===== config.mk =====
export PLATFORM = sky130hd
export DESIGN_NAME = alarm_ring_controller
export DESIGN_NICKNAME = d
export VERILOG_FILES = /design/src/rtl/alarm_pkg.sv /design/src/rtl/alarm_ring_controller_beep_gen.sv /design/src/rtl/alarm_ring_controller.sv
export SDC_FILE = /design/constraint.sdc
export NUM_CORES = 1
export LEC_CHECK = 0
export ABC_AREA = 0
export ABC_CLOCK_PERIOD_IN_PS = 3400
export CAP_MARGIN = 5
export CELL_PAD_IN_SITES_DETAIL_PLACEMENT = 1
export CELL_PAD_IN_SITES_GLOBAL_PLACEMENT = 1
export CORE_UTILIZATION = 35
export CTS_CLUSTER_SIZE = 20
export DETAILED_ROUTE_END_ITERATION = 12
export MAX_ROUTING_LAYER = met4
export PLACE_DENSITY_LB_ADDON = 0.1
export SLEW_MARGIN = 10
export SYNTH_ARGS = -nofsm -noshare
export SYNTH_HDL_FRONTEND = slang
export SYNTH_SLANG_ARGS = --single-unit

===== constraint.sdc =====
create_clock -name clk -period 3.4 [get_ports clk]
set_input_delay 0.68 -clock clk [delete_from_list [all_inputs] [get_ports clk]]
set_output_delay 0.68 -clock clk [all_outputs]
set_load 0.01 [all_outputs]

===== src/rtl/alarm_pkg.sv =====
// rtl/alarm_pkg.sv - shared types and defaults for the alarm ring controller
// Purpose: ring-session state enum, minute-count type and default parameter values.
// Ports: none (package).
package alarm_pkg;

  typedef enum logic [1:0] {
    ST_IDLE    = 2'd0,
    ST_RINGING = 2'd1,
    ST_SNOOZED = 2'd2,
    ST_LATCHED = 2'd3
  } ring_state_t;

  typedef logic [5:0] min_cnt_t;

  localparam int DEF_BEEP_HALF        = 500;
  localparam int DEF_SNOOZE_MIN       = 9;
  localparam int DEF_RING_TIMEOUT_MIN = 5;
  localparam int DEF_MAX_SNOOZE       = 3;

endpackage


===== src/rtl/alarm_ring_controller_beep_gen.sv =====
// rtl/alarm_ring_controller_beep_gen.sv - buzzer square-wave generator
// Purpose: half-period counter plus toggle flop; output is registered and low when disabled.
// Ports: clk, rst (async, active high), en (pattern enable), restart (start a new
//        pattern high), beep (registered waveform).
module beep_gen #(
  parameter int BEEP_HALF = 500
) (
  input  logic clk,
  input  logic rst,
  input  logic en,
  input  logic restart,
  output logic beep
);

  // Keep at least one counter bit so BEEP_HALF = 1 still elaborates.
  localparam int CW = (BEEP_HALF > 1) ? $clog2(BEEP_HALF) : 1;
  localparam logic [CW-1:0] LAST = CW'(BEEP_HALF - 1);

  logic [CW-1:0] r_cnt;
  logic          r_beep;

  always_ff @(posedge clk or posedge rst) begin
    if (rst) begin
      r_cnt  <= '0;
      r_beep <= 1'b0;
    end else if (!en) begin
      r_cnt  <= '0;
      r_beep <= 1'b0;
    end else if (restart) begin
      r_cnt  <= '0;
      r_beep <= 1'b1;
    end else if (r_cnt == LAST) begin
      r_cnt  <= '0;
      r_beep <= ~r_beep;
    end else begin
      r_cnt  <= r_cnt + 1'b1;
    end
  end

  assign beep = r_beep;

endmodule


===== src/rtl/alarm_ring_controller.sv =====
// rtl/alarm_ring_controller.sv - alarm ring session FSM with snooze, stop and timeout
// Purpose: turns the level alarm_triggered match into a ring session with beep
//          pattern, snooze, stop and auto-timeout; all outputs registered.
// Ports: clk, rst (async, active high), min_tick, alarm_triggered, alarm_on,
//        snooze, stop (inputs); buzzer, ringing, snoozed, snooze_count[2:0] (outputs).
module alarm_ring_controller
  import alarm_pkg::*;
#(
  parameter int BEEP_HALF        = DEF_BEEP_HALF,
  parameter int SNOOZE_MIN       = DEF_SNOOZE_MIN,
  parameter int RING_TIMEOUT_MIN = DEF_RING_TIMEOUT_MIN,
  parameter int MAX_SNOOZE       = DEF_MAX_SNOOZE
) (
  input  logic       clk,
  input  logic       rst,
  input  logic       min_tick,
  input  logic       alarm_triggered,
  input  logic       alarm_on,
  input  logic       snooze,
  input  logic       stop,
  output logic       buzzer,
  output logic       ringing,
  output logic       snoozed,
  output logic [2:0] snooze_count
);

  localparam min_cnt_t   TIMEOUT  = min_cnt_t'(RING_TIMEOUT_MIN);
  localparam min_cnt_t   SNZ_LOAD = min_cnt_t'(SNOOZE_MIN);
  localparam logic [2:0] SNZ_MAX  = 3'(MAX_SNOOZE);

  ring_state_t r_state;
  ring_state_t w_next;
  logic        r_trig_q;
  logic        r_ringing;
  logic        r_snoozed;
  min_cnt_t    r_ring_min;
  min_cnt_t    r_snz_min;
  logic [2:0]  r_snooze_count;

  logic w_trig_evt;
  logic w_timeout;
  logic w_snz_ok;
  logic w_snz_expire;
  logic w_enter_ring;
  logic w_ringing_d;
  logic w_snoozed_d;
  logic w_beep;

  assign w_trig_evt   = alarm_triggered & ~r_trig_q & alarm_on;
  // This tick brings ring_min up to the timeout value.
  assign w_timeout    = min_tick && (r_ring_min >= (TIMEOUT - 1'b1));
  assign w_snz_ok     = snooze && (r_snooze_count < SNZ_MAX);
  // This tick brings snz_min down to zero.
  assign w_snz_expire = min_tick && (r_snz_min <= min_cnt_t'(1));

  // State register plus registered status flags. trig_q resets high so the
  // forced 00:00 match after upstream reset is not seen as an edge.
  always_ff @(posedge clk or posedge rst) begin
    if (rst) begin
      r_state   <= ST_IDLE;
      r_trig_q  <= 1'b1;
      r_ringing <= 1'b0;
      r_snoozed <= 1'b0;
    end else begin
      r_state   <= w_next;
      r_trig_q  <= alarm_triggered;
      r_ringing <= w_ringing_d;
      r_snoozed <= w_snoozed_d;
    end
  end

  always_comb begin
    w_next = r_state;
    if (!alarm_on) begin
      w_next = ST_IDLE;
    end else begin
      case (r_state)
        ST_IDLE:    if (w_trig_evt) w_next = ST_RINGING;
        ST_RINGING: begin
          if (stop)           w_next = ST_LATCHED;
          else if (w_snz_ok)  w_next = ST_SNOOZED;
          else if (w_timeout) w_next = ST_LATCHED;
        end
        ST_SNOOZED: begin
          if (stop)              w_next = ST_LATCHED;
          else if (w_snz_expire) w_next = ST_RINGING;
        end
        ST_LATCHED: if (!alarm_triggered) w_next = ST_IDLE;
        default:    w_next = ST_IDLE;
      endcase
    end
  end

  always_comb begin
    w_ringing_d  = (w_next == ST_RINGING);
    w_snoozed_d  = (w_next == ST_SNOOZED);
    w_enter_ring = (w_next == ST_RINGING) && (r_state != ST_RINGING);
  end

  // Session counters.
  always_ff @(posedge clk or posedge rst) begin
    if (rst) begin
      r_snooze_count <= '0;
      r_ring_min     <= '0;
      r_snz_min      <= '0;
    end else begin
      if (r_state == ST_IDLE && w_next == ST_RINGING)
        r_snooze_count <= '0;
      else if (r_state == ST_RINGING && w_next == ST_SNOOZED)
        r_snooze_count <= r_snooze_count + 1'b1;

      if (w_enter_ring)
        r_ring_min <= '0;
      else if (r_state == ST_RINGING && min_tick && r_ring_min < TIMEOUT)
        r_ring_min <= r_ring_min + 1'b1;

      if (r_state == ST_RINGING && w_next == ST_SNOOZED)
        r_snz_min <= SNZ_LOAD;
      else if (r_state == ST_SNOOZED && (w_next == ST_SNOOZED || w_next == ST_RINGING)
               && min_tick && r_snz_min != '0)
        r_snz_min <= r_snz_min - 1'b1;
    end
  end

  beep_gen #(
    .BEEP_HALF(BEEP_HALF)
  ) u_beep (
    .clk    (clk),
    .rst    (rst),
    .en     (w_ringing_d),
    .restart(w_enter_ring),
    .beep   (w_beep)
  );

  assign buzzer       = w_beep;
  assign ringing      = r_ringing;
  assign snoozed      = r_snoozed;
  assign snooze_count = r_snooze_count;

endmodule


==> impl_summary.md <==
STA
Timing would allow up to 334 MHz. The final-layout setup total negative slack is 0 ps. Setup repair after global routing left no endpoint under its margin. Of the available clock period, the critical path in the final layout requires 0.882. The number of pins with negative max-slew slack in the final report is 0. The transition time at the pin with the least slew margin is between 400 and 500 ps. The total setup violations reported at the end of the flow is 0. The final count of hold timing violations is 0. On the final layout, the worst clock skew is 11.0 ps. The worst path in the final design needs a cycle of around 3000 ps, including I/O delays and setup.

In this run the tightest slew margin relative to its limit is 0.676.

Clocking
The clock net in this run drives a total of 30 sinks. The total number of H-tree levels is 2. The clock-pin slew of the registers on the worst-case setup and hold paths is 70 ps. In this run, post-CTS repair resized a total of 0 instances. The maximum root-to-sink buffer count is 2.

The buffer type at the clock tree root is clkbuf_8. TritonCTS built the clock tree. The clock network latency to the later pin of the worst-skew pair is roughly 280 ps. The total clock buffers created by CTS is 5.

The number of hold-repair buffers added at the cts stage is 0. The post-CTS repair timing setup buffer count is 0.

Min path
The startpoint of the most critical hold path is u_beep.r_cnt[0]. The end point of the most critical hold path is u_beep.r_cnt[0]. Counting instances, the worst hold path has a depth of 1. The path class of the tightest hold or removal check is reg -> reg.

Route
Dividing the detail-routed wire length by the instance count gives 16.2 um. For this block, the via count after detailed routing is between 1k and 1.5k. In the final routing, the length of wire on met1 measures 1.67 mm.

Detailed routing placed a total of around 74 um of wire on met3. The count of nets left with antenna violations once routing finished came out at 0. The number of vias per cell after detailed routing is 5.57.

After detailed routing, the total wire length is approximately 3.8 mm. For this block, the initial DRC count from the detailed router was 55. The post-detailed-route DRC marker count is 0.

The detailed-router iteration count before antenna repair is 4. The detailed router used layers up to and including met4. The met2 routed wirelength is 2.02 mm.

Synthesis
Ranked by total cell area, the synthesized netlist is headed by dfrtp_1 44%, ha_1 7.7%, inv_1 3.0%. Counting flops and latches in the post-synthesis netlist gives 30. During synthesis, Yosys emitted a total of 0 warnings. The most common cell in the synthesized netlist is dfrtp_1. The synthesized netlist contains 47 unique library cells. The number of nets produced by synthesis is 181. The synthesized netlist occupies a cell area of ~0.0016 mm2. The synthesized design contains 0 enable-type register cells. The share of synthesized area in the top cell type comes to 0.445. The average instance in the mapped netlist occupies 9.95 um2. The sequential element share of the synthesized area is 0.461. After synthesis, the share of flip-flops with an asynchronous set or reset is 1.00. By count the netlist is led by 29 x dfrtp_1, 13 x inv_1, 13 x nor2_1. The number of cells produced by synthesis is between 150 and 200. The post-synthesis cell type with the largest combined area is dfrtp_1. The main flop type after synthesis is dfrtp_1.

Final layout
From synthesis to final layout, the design area changed by 18.2%. The number of antenna diodes in the final layout is 0. The total number of nets in the final design is 199. The count of non-filler cells in the finished layout is 235. The share of cells above drive strength 1 is 0.0929. The count of fill cells added during filler insertion is about 500.

Die
The die span in y is 70.3 um. The number of ports placed on the die boundary is 13. The initial utilization of the core area, before any placement, comes to 0.370. Measured along the x axis, the die boundary spans 70.3 um. The floorplan step defined a die boundary enclosing slightly below 0.005 mm2.

The number of placement rows is 24. The placeable core region is 0.00441 mm2.

GRT
The via count of the first global-routing pass is 1,390. The overflow left after global routing is 0. For this run, the total global-route usage over all layers was measured as 0.182. The maximum number of pins on one net before global-route repair is 31. The first global-routing pass estimated 6.75 mm of wire. The number of antenna violations at the first check in global routing is 0.

Worst setup path
The worst setup path is of the in -> reg kind. The worst-path cell with the longest stage delay is clkdlybuf4s50_1. The launching element type of the critical path is a primary input. In this run the critical register-to-register path is launched from r_snz_min[3]. The worst reg2reg path endpoint is r_snz_min[3]. The data required time of the critical path is 3620 ps. In this run the worst path has a maximum fanout of 4. In this design, the stage delay of the slowest critical-path cell is 490 ps. The critical path capture point type is a flop. At the worst endpoint, the arrival time is approximately 3200 ps. Traced cell by cell, the critical path runs through clkdlybuf4s50_1, nor3b_1, a211oi_1, or3_1, ha_1, nand4bb_1, or4_1, a211o_1, nand2_1. The number of cells on the worst reg-to-reg path is 9. The minimum setup slack among reg-to-reg paths is 410 ps.

Power
The static leakage power is 0.819 nW. The worst-case IR drop observed on VDD is around 0.3 mV. For this design the ratio of total power to cell area is 575 mW/mm2.

The total power draw is ~1.1 mW.

Placed design
The final weighted congestion in routability-driven placement is approximately 0.75. In this run the tool buffered the top-level ports with 12 buffer cells. The number of instances in the placed design is 227.

The detailed placement HPWL is 2.88 mm.

Run status
The run finished with clean final reports.

Run
The max-capacitance violation count is 0.
[kinds of logic after synthesis]
logic type,after synthesis,synth area share
AND/OR/NAND/NOR,62,0.220
AO/OA/AOI/OAI,37,0.153
flip-flops,30,0.461
buffers and inverters,16,0.0376
adder cells (fa/ha/maj),10,0.0767
XOR/XNOR,5,0.0268
multiplexers,4,0.0245
[metrics by stage]
stage / area [um2] / setup slack (ps) / util / hold slack [ps]
finish: 1930 / 402 / 0.437 / 487
global route: 1930 / 228 / 0.437 / 498
detailed placement: 1820 / 113 / 0.412 / 476
CTS: 1930 / 405 / 0.437 / 490
global placement: 1820 / 184 / 0.412 / 470
floorplan: 1630 / 689 / - / 448
[area by class of cell]
type                    instances  area, um2  area share
multi-input cells             118        818       0.424
flip-flops and latches         30        752       0.390
repair buffers                 14        135      0.0701
clock buffers                   5       68.8      0.0357
well taps                      52       65.1      0.0337
inverters                      13       48.8      0.0253
clock inverters                 3       40.0      0.0208
[state kept, by name, indices dropped and copies added, names as in the netlist]
name,cells
u_beep.r_cnt,9
r_ring_min,6
snoozed,1
u_beep.beep,1
snooze_count,3
r_snz_min,6
r_state,2
r_trig_q,1
ringing,1
[report_power, final]
group / switching (mW) / internal (mW) / total [mW]
Combinational: 0.142 / 0.133 / 0.275
Clock: 0.137 / 0.215 / 0.352
Sequential: 0.0722 / 0.408 / 0.481
Total: 0.351 / 0.756 / 1.11
[layout by cell type (no fill, tap or decap), types with 3 or more instances in the layout]
cell type	n
a211oi_1	3
a21oi_1	8
and2_1	3
clkbuf_8	5
clkdlybuf4s50_1	12
dfrtp_1	29
ha_1	10
inv_1	13
mux2i_1	4
nand2_1	10
nand2b_1	3
nand3_1	3
nor2_1	13
nor2b_1	3
nor3_1	7
o21ai_0	7
or3_1	3
xnor2_1	3
[worst max-delay path, delay by kind of cell]
kind | cells | cell delay, ps
AND/OR/NAND/NOR | 5 | 1400
buffers and inverters | 1 | 490
AO/OA/AOI/OAI | 2 | 370
adder cells (fa/ha/maj) | 1 | 290
[worst max-delay path by stage]
| stage | from | endpoint | cells after the start |
|---|---|---|---|
| 3_3_place_gp | alarm_triggered | r_snz_min[3] | 9 |
| 5_1_grt | alarm_triggered | r_snz_min[1] | 9 |
| 3_5_place_dp | min_tick | r_snz_min[3] | 9 |
| 4_1_cts | min_tick | r_snz_min[3] | 10 |
| 6_report | alarm_triggered | r_snz_min[3] | 9 |
| 2_1_floorplan | r_snz_min[3] | r_snz_min[3] | 9 |
[routing by layer]
| layer | up-vias | global-route usage |
|---|---|---|
| met3 | 5 | 0.0491 |
| met1 | 672 | 0.208 |
| met2 | 9 | 0.307 |
| met5 | - | - |
| met4 | 0 | 0.0600 |
| li1 | 624 | - |
Power figures use the tool's default switching activity.
